<file path="src/rtl/branch_resolve_unit_pkg.sv">
// Shared constants for the branch resolve unit: opcodes, branch conditions,
// bimodal counter states and the saturating counter update.
package branch_resolve_unit_pkg;

  localparam logic [6:0] OP_BRANCH = 7'b1100011;
  localparam logic [6:0] OP_JAL    = 7'b1101111;
  localparam logic [6:0] OP_JALR   = 7'b1100111;

  localparam logic [2:0] F3_BEQ  = 3'b000;
  localparam logic [2:0] F3_BNE  = 3'b001;
  localparam logic [2:0] F3_BLT  = 3'b100;
  localparam logic [2:0] F3_BGE  = 3'b101;
  localparam logic [2:0] F3_BLTU = 3'b110;
  localparam logic [2:0] F3_BGEU = 3'b111;

  localparam logic [1:0] SNT = 2'b00;
  localparam logic [1:0] WNT = 2'b01;
  localparam logic [1:0] WT  = 2'b10;
  localparam logic [1:0] ST  = 2'b11;

  // Two-bit saturating counter step toward the resolved direction.
  function automatic logic [1:0] sat_update(input logic [1:0] ctr, input logic taken);
    if (taken) return (ctr == ST)  ? ST  : ctr + 2'd1;
    else       return (ctr == SNT) ? SNT : ctr - 2'd1;
  endfunction

endpackage

</file>
<file path="src/rtl/branch_resolve_unit_if.sv">
// Issue-side request, fetch-side BHT lookup and resolution results of the
// branch resolve unit.
interface branch_resolve_unit_if #(
  parameter int unsigned XLEN  = 32,
  parameter int unsigned CNT_W = 32
);
  logic            i_valid;
  logic            i_stall;
  logic [6:0]      is_opcode;
  logic [2:0]      is_func3;
  logic [XLEN-1:0] is_rs1_data;
  logic [XLEN-1:0] is_rs2_data;
  logic [XLEN-1:0] is_pc;
  logic [XLEN-1:0] i_imm;
  logic            i_pred_taken;
  logic [XLEN-1:0] i_pred_pc;
  logic [XLEN-1:0] i_fetch_pc;

  logic             o_bht_taken;
  logic             o_valid;
  logic             o_taken;
  logic             o_flush;
  logic [XLEN-1:0]  o_redirect_pc;
  logic [CNT_W-1:0] o_br_count;
  logic [CNT_W-1:0] o_mp_count;

  modport master (
    output i_valid, i_stall, is_opcode, is_func3, is_rs1_data, is_rs2_data,
           is_pc, i_imm, i_pred_taken, i_pred_pc, i_fetch_pc,
    input  o_bht_taken, o_valid, o_taken, o_flush, o_redirect_pc,
           o_br_count, o_mp_count
  );

  modport slave (
    input  i_valid, i_stall, is_opcode, is_func3, is_rs1_data, is_rs2_data,
           is_pc, i_imm, i_pred_taken, i_pred_pc, i_fetch_pc,
    output o_bht_taken, o_valid, o_taken, o_flush, o_redirect_pc,
           o_br_count, o_mp_count
  );
endinterface

</file>
<file path="src/rtl/branch_resolve_unit_bht_bimodal.sv">
// Direct-mapped table of 2-bit saturating counters with an unbypassed
// combinational read port and a single training port.
module bht_bimodal
  import branch_resolve_unit_pkg::*;
#(
  parameter int unsigned BHT_ENTRIES = 64,
  parameter logic [1:0]  BHT_INIT    = WNT
) (
  input  logic                           clk,
  input  logic                           rst,
  input  logic [$clog2(BHT_ENTRIES)-1:0] rd_idx,
  output logic                           rd_taken_c,
  input  logic                           wr_en,
  input  logic [$clog2(BHT_ENTRIES)-1:0] wr_idx,
  input  logic                           wr_taken
);

  logic [1:0] ctr [BHT_ENTRIES];

  always_ff @(posedge clk or posedge rst) begin
    if (rst) begin
      for (int i = 0; i < int'(BHT_ENTRIES); i++) ctr[i] <= BHT_INIT;
    end else if (wr_en) begin
      ctr[wr_idx] <= sat_update(ctr[wr_idx], wr_taken);
    end
  end

  // Read sees the pre-update value when it collides with a write.
  assign rd_taken_c = ctr[rd_idx][1];

endmodule

</file>
<file path="src/rtl/branch_resolve_unit.sv">
// Resolves BRANCH/JAL/JALR in one registered stage, checks the fetch
// prediction, raises a one-cycle flush with redirect and trains the BHT.
module branch_resolve_unit
  import branch_resolve_unit_pkg::*;
#(
  parameter int unsigned XLEN        = 32,
  parameter int unsigned BHT_ENTRIES = 64,
  parameter logic [1:0]  BHT_INIT    = WNT,
  parameter int unsigned CNT_W       = 32
) (
  input logic                  clk,
  input logic                  rst,
  branch_resolve_unit_if.slave bus
);

  localparam int unsigned IDX_W = $clog2(BHT_ENTRIES);

  logic            is_br, is_jal, is_jalr, is_ctrl;
  logic            f3_ok, cond, taken, mispred, cap, train;
  logic [XLEN-1:0] target, fall_pc, actual_pc;
  logic            unused_fetch_bits;

  // Decode, condition compare, target and mispredict check.
  always_comb begin
    is_br   = (bus.is_opcode == OP_BRANCH);
    is_jal  = (bus.is_opcode == OP_JAL);
    is_jalr = (bus.is_opcode == OP_JALR);
    is_ctrl = is_br | is_jal | is_jalr;
    f3_ok   = 1'b1;
    cond    = 1'b0;
    case (bus.is_func3)
      F3_BEQ:  cond = (bus.is_rs1_data == bus.is_rs2_data);
      F3_BNE:  cond = (bus.is_rs1_data != bus.is_rs2_data);
      F3_BLT:  cond = ($signed(bus.is_rs1_data) <  $signed(bus.is_rs2_data));
      F3_BGE:  cond = ($signed(bus.is_rs1_data) >= $signed(bus.is_rs2_data));
      F3_BLTU: cond = (bus.is_rs1_data <  bus.is_rs2_data);
      F3_BGEU: cond = (bus.is_rs1_data >= bus.is_rs2_data);
      default: f3_ok = 1'b0;
    endcase
    fall_pc   = bus.is_pc + XLEN'(4);
    target    = is_jalr ? ((bus.is_rs1_data + bus.i_imm) & ~XLEN'(1))
                        : (bus.is_pc + bus.i_imm);
    taken     = is_br ? (f3_ok & cond) : 1'b1;
    actual_pc = taken ? target : fall_pc;
    // Reserved branch encodings resolve not-taken and never redirect.
    mispred   = (is_br & ~f3_ok) ? 1'b0
              : ((taken != bus.i_pred_taken) | (taken & (target != bus.i_pred_pc)));
    // The slot right after a flush carries a wrong-path instruction.
    cap       = bus.i_valid & ~bus.i_stall & ~bus.o_flush & is_ctrl;
    train     = cap & is_br & f3_ok;
  end

  always_ff @(posedge clk or posedge rst) begin
    if (rst) begin
      bus.o_valid       <= 1'b0;
      bus.o_taken       <= 1'b0;
      bus.o_flush       <= 1'b0;
      bus.o_redirect_pc <= '0;
      bus.o_br_count    <= '0;
      bus.o_mp_count    <= '0;
    end else begin
      bus.o_valid <= cap;
      bus.o_taken <= cap & taken;
      bus.o_flush <= cap & mispred;
      if (cap & mispred) bus.o_redirect_pc <= actual_pc;
      if (cap)           bus.o_br_count    <= bus.o_br_count + CNT_W'(1);
      if (cap & mispred) bus.o_mp_count    <= bus.o_mp_count + CNT_W'(1);
    end
  end

  bht_bimodal #(
    .BHT_ENTRIES (BHT_ENTRIES),
    .BHT_INIT    (BHT_INIT)
  ) u_bht (
    .clk        (clk),
    .rst        (rst),
    .rd_idx     (bus.i_fetch_pc[IDX_W+1:2]),
    .rd_taken_c (bus.o_bht_taken),
    .wr_en      (train),
    .wr_idx     (bus.is_pc[IDX_W+1:2]),
    .wr_taken   (taken)
  );

  // Only the index field of the fetch address selects a counter.
  assign unused_fetch_bits = ^{bus.i_fetch_pc[XLEN-1:IDX_W+2], bus.i_fetch_pc[1:0]};

endmodule

</file>
<file path="src/flat_wrapper.sv">
// flat-port wrapper written by rule: the top's interface ports become plain ports
module branch_resolve_unit_flat import branch_resolve_unit_pkg::*;
#(
  parameter int unsigned XLEN        = 32,
  parameter int unsigned BHT_ENTRIES = 64,
  parameter logic [1:0]  BHT_INIT    = WNT,
  parameter int unsigned CNT_W       = 32
)
  (clk, rst, bus_i_valid, bus_i_stall, bus_is_opcode, bus_is_func3, bus_is_rs1_data, bus_is_rs2_data, bus_is_pc, bus_i_imm, bus_i_pred_taken, bus_i_pred_pc, bus_i_fetch_pc, bus_o_bht_taken, bus_o_valid, bus_o_taken, bus_o_flush, bus_o_redirect_pc, bus_o_br_count, bus_o_mp_count);
  branch_resolve_unit_if #(.XLEN(XLEN), .CNT_W(CNT_W)) bus_i ();
  input logic clk;
  input logic rst;
  input wire logic [$bits(bus_i.i_valid)-1:0] bus_i_valid;
  input wire logic [$bits(bus_i.i_stall)-1:0] bus_i_stall;
  input wire logic [$bits(bus_i.is_opcode)-1:0] bus_is_opcode;
  input wire logic [$bits(bus_i.is_func3)-1:0] bus_is_func3;
  input wire logic [$bits(bus_i.is_rs1_data)-1:0] bus_is_rs1_data;
  input wire logic [$bits(bus_i.is_rs2_data)-1:0] bus_is_rs2_data;
  input wire logic [$bits(bus_i.is_pc)-1:0] bus_is_pc;
  input wire logic [$bits(bus_i.i_imm)-1:0] bus_i_imm;
  input wire logic [$bits(bus_i.i_pred_taken)-1:0] bus_i_pred_taken;
  input wire logic [$bits(bus_i.i_pred_pc)-1:0] bus_i_pred_pc;
  input wire logic [$bits(bus_i.i_fetch_pc)-1:0] bus_i_fetch_pc;
  output wire logic [$bits(bus_i.o_bht_taken)-1:0] bus_o_bht_taken;
  output wire logic [$bits(bus_i.o_valid)-1:0] bus_o_valid;
  output wire logic [$bits(bus_i.o_taken)-1:0] bus_o_taken;
  output wire logic [$bits(bus_i.o_flush)-1:0] bus_o_flush;
  output wire logic [$bits(bus_i.o_redirect_pc)-1:0] bus_o_redirect_pc;
  output wire logic [$bits(bus_i.o_br_count)-1:0] bus_o_br_count;
  output wire logic [$bits(bus_i.o_mp_count)-1:0] bus_o_mp_count;
  assign bus_i.i_valid = bus_i_valid;
  assign bus_i.i_stall = bus_i_stall;
  assign bus_i.is_opcode = bus_is_opcode;
  assign bus_i.is_func3 = bus_is_func3;
  assign bus_i.is_rs1_data = bus_is_rs1_data;
  assign bus_i.is_rs2_data = bus_is_rs2_data;
  assign bus_i.is_pc = bus_is_pc;
  assign bus_i.i_imm = bus_i_imm;
  assign bus_i.i_pred_taken = bus_i_pred_taken;
  assign bus_i.i_pred_pc = bus_i_pred_pc;
  assign bus_i.i_fetch_pc = bus_i_fetch_pc;
  assign bus_o_bht_taken = bus_i.o_bht_taken;
  assign bus_o_valid = bus_i.o_valid;
  assign bus_o_taken = bus_i.o_taken;
  assign bus_o_flush = bus_i.o_flush;
  assign bus_o_redirect_pc = bus_i.o_redirect_pc;
  assign bus_o_br_count = bus_i.o_br_count;
  assign bus_o_mp_count = bus_i.o_mp_count;
  branch_resolve_unit #(.XLEN(XLEN), .BHT_ENTRIES(BHT_ENTRIES), .BHT_INIT(BHT_INIT), .CNT_W(CNT_W)) u_core (.clk(clk), .rst(rst), .bus(bus_i));
endmodule
</file>
<file path="config.mk">
export PLATFORM = sky130hd
export DESIGN_NAME = branch_resolve_unit_flat
export DESIGN_NICKNAME = d
export VERILOG_FILES = /design/src/rtl/branch_resolve_unit_pkg.sv /design/src/rtl/branch_resolve_unit_if.sv /design/src/rtl/branch_resolve_unit_bht_bimodal.sv /design/src/rtl/branch_resolve_unit.sv /design/src/flat_wrapper.sv
export SDC_FILE = /design/constraint.sdc
export NUM_CORES = 1
export LEC_CHECK = 0
export BUFFER_PORTS_ARGS = -buffer_cell sky130_fd_sc_hd__buf_2
export CELL_PAD_IN_SITES_DETAIL_PLACEMENT = 2
export CELL_PAD_IN_SITES_GLOBAL_PLACEMENT = 2
export CORE_AREA = 2 2 226 228
export DETAILED_ROUTE_END_ITERATION = 10
export DIE_AREA = 0 0 228 230
export PLACE_DENSITY_LB_ADDON = 0.1
export RECOVER_POWER = 25
export SYNTH_ARGS = -nofsm -noshare
export SYNTH_HDL_FRONTEND = slang
export SYNTH_SLANG_ARGS = --single-unit
</file>
<file path="constraint.sdc">
create_clock -name clk -period 8.6 [get_ports clk]
set_input_delay 0.43 -clock clk [delete_from_list [all_inputs] [get_ports clk]]
set_output_delay 0.43 -clock clk [all_outputs]
set_load 0.02 [all_outputs]
</file>
==> summary.txt <==
Run status
  – Status: complete, but fails checks
  – Failing checks: max-capacitance violations, max-slew violations

Cells and area
  – Area of the multi-input gates: about 11000 um^2
  – Area growth from synthesis to layout: 16.79%
  – Final Non-Filler Cells: ~2800
  – Sequential Area: about 5800 um^2
  – Share of cells above drive strength 1: 0.2659
  – Number of nets in the layout: ~2400
  – Fillers: roughly 5500

Floorplan
  – Initial Util: 0.3561
  – Ports: 307
  – Core Region: between 40000 and 50000 um^2
  – Die ar.: 52440 um^2
  – Die width: 228 um
  – Placement Rows: between 80 and 90
  – Die H: 230 um

Synthesis
  – Number of synthesized flops with an enable pin: 0
  – Share of the synthesized area in the top cell type: 0.2297
  – Count leader, synth: nor2_1
  – Syn_nets: 2194
  – FFs w/ async S/R, synth: 1.000
  – Synth Flop Type: dfrtp_1
  – Commonest cells in the synthesized netlist: nor2_1 (176), dfrtp_1 (163), nand2_1 (145), mux2_2 (133), xnor2_1 (109)
  – Syn avg cell area: 9.400 um^2
  – Cells after Synth: between 1500 and 2000
  – #FFs+latches synth: 227
  – Post-synthesis sequential area ratio: 0.3244
  – Synth top area cells: dfrtp_1 (23%), dfstp_2 (9.5%), mux2_2 (8.4%)
  – Synth area leader: dfrtp_1
  – Synth Cell Area: 17760 um^2
  – Synth cell types: 91
  – Synth warn: 0

Routing
  – Routed length per instance: around 26 um
  – Detail-routed via count per cell: ~5.8
  – ANT nets after route: 0
  – Via count: ~16000
  – Detailed Route Iter0 Violations: 849
  – Final wirelength: 72470 um
  – DRC viols: 0
  – Pre-antenna DRT Iters: 4

Global routing
  – Number of global-route vias before repair: approximately 18000
  – Grt ovf: 0
  – Largest net degree at the start of global routing: 84
  – M1 GR Usage: 0.3566
  – Busiest layer in global routing: met2
  – M2 GR Usage: 0.4779
  – Met3 usage: 0.02927
  – Initial antenna violation count: 4
  – First-pass GRT wire length: about 110000 um
  – Gr usage total: 0.2731

Placement
  – DP Cell Count: 2763
  – Place WS: approximately 1.7 ns
  – RD Place Congestion: roughly 0.90
  – PortBufs: 280
  – Dpl hpwl: 54970 um

Timing
  – Final worst setup slack: roughly 2.4 ns
  – Setup TNS Final: 0 ns
  – Slew HR: -1.639
  – Final Hold Fails: 0
  – Pins Over Slew Limit: 84
  – Fmax: approximately 160 MHz
  – Clock Skew: around 0.018 ns
  – Tightest Pin Transition: around 3.9 ns
  – Tcrit/Tclk final: 0.7239
  – Min Tclk post-route: ~6.2 ns
  – RSZ-0062 raised after global routing: false
  – Setup violators final: 0

Run
  – Maxcap violations: 1

Clock tree
  – Hold buffers post-CTS: 1
  – Clock Latency Late Sink: slightly below 0.6 ns
  – Post-CTS Repair Setup Buffers: 0
  – Post_cts resized: 0
  – Clock buffer depth: 3
  – Reg clk slew, reported paths: ~0.06 ns
  – H-tree Lvls: 1
  – TritonCTS clock tree: done
  – CTS root buffer: clkbuf_16
  – Num CTS Buffers: 28
  – Clk sink count: between 200 and 250

Power
  – Peak VDD IR: ~0.00018 V
  – P per Cell Area: 159.9 nW/um^2
  – Leakage power: a little over 9 nW

Setup path
  – CP startpoint kind: input port
  – CP endpoint kind: flip-flop
  – Crit-path max FO: 31
  – Kind of critical path: input port to flip-flop
  – Worst Path Arrival: between 6 and 7 ns
  – Critical Path RT: around 9 ns

Min path
  – HP Class: input port to flip-flop
registers in the layout (all words and copies together) (netlist names):
name,flops
u_core.u_bht.ctr,128
u_core.bus.o_br_count,32
u_core.bus.o_mp_count,32
u_core.bus.o_redirect_pc,32
u_core.bus.o_flush,1
u_core.bus.o_taken,1
u_core.bus.o_valid,1
layer usage:
metal / share of wire / wire [um]
met4: 0.028 / 2063
met2: 0.49 / 35780
met3: 0.037 / 2685
met1: 0.44 / 31930
met5: 0.00019 / 14
where the power goes:
group	internal (mW)	total (mW)	switching, mW
Combinational	0.320	0.889	0.569
Clock	0.801	1.31	0.508
Sequential	1.10	1.12	0.0210
logic make-up after synthesis:
family	count (synthesis)	synth area share
flip-flops	227	0.3244
AND/OR/NAND/NOR	607	0.1704
buffers and inverters	151	0.03594
XOR/XNOR	176	0.09167
AO/OA/AOI/OAI	429	0.1617
adder cells (fa/ha/maj)	98	0.06990
multiplexers	201	0.1459
layout by cell type (no fill, tap or decap), types with 33 or more instances in the layout:
| master | instances |
|---|---|
| a21oi_1 | 94 |
| a22oi_1 | 39 |
| a31oi_1 | 33 |
| and3_1 | 33 |
| buf_2 | 223 |
| clkbuf_1 | 63 |
| dfrtp_1 | 163 |
| dfstp_2 | 64 |
| ha_1 | 96 |
| inv_1 | 50 |
| mux2_2 | 133 |
| nand2_1 | 144 |
| nand3_1 | 58 |
| nand4_1 | 55 |
| nor2_1 | 174 |
| o21ai_0 | 83 |
| xnor2_1 | 109 |
| xor2_1 | 61 |
critical path: stages:
cell and delay [ns]:
buf_2 0.14, ha_1 0.40, nand4_1 0.26, nor4_1 0.88
nand3_1 0.62, or3_1 0.49, nand4b_1 0.14, and3_1 0.21
a211oi_2 0.07, buf_4 0.22, nor4b_1 0.31, o2111ai_1 0.17
or4_4 0.77, nand2b_2 0.76, buf_4 0.41, mux2_1 0.36
per-stage QoR:
stage               hold slack, ns  power, mW    util  area, um^2
floorplan                   0.4967      1.689       -       17760
global placement            0.4523      1.998  0.3968       19780
detailed placement          0.4629      2.022  0.3968       19780
CTS                         0.2245      3.350  0.4172       20800
global route                0.2843      3.467  0.4159       20740
finish                      0.2479      3.316  0.4159       20740
layout make-up:
type,instances,area share
tap,672,0.04054
inverter,51,0.009291
clock buffer,40,0.03885
clock inverter,11,0.009834
antenna,3,0.0003620
sequential,227,0.2778
multi-input combinational,1511,0.5505
timing repair buffer,304,0.07282
worst paths after layout:
kind                                                       start                                        to  slack, ns  cells after the start
min                                                 bus_is_pc[0]   u_core.bus.o_redirect_pc[0]$_DFFE_PP0P_       0.25                      4
max in group asynchronous                                    rst          u_core.u_bht.ctr[67]$_DFFE_PP0P_       4.73                      4
max                                          bus_is_rs1_data[31]  u_core.bus.o_redirect_pc[28]$_DFFE_PP0P_       2.37                     16
min reg2reg                u_core.bus.o_mp_count[31]$_DFFE_PP0P_     u_core.bus.o_mp_count[31]$_DFFE_PP0P_       0.48                      1
min in group asynchronous                                    rst     u_core.bus.o_br_count[26]$_DFFE_PP0P_       1.58                      3
max reg2reg                         u_core.bus.o_flush$_DFF_PP0_          u_core.u_bht.ctr[85]$_DFFE_PP0P_       4.76                      5
No activity file was read; power rests on OpenSTA's default activity.
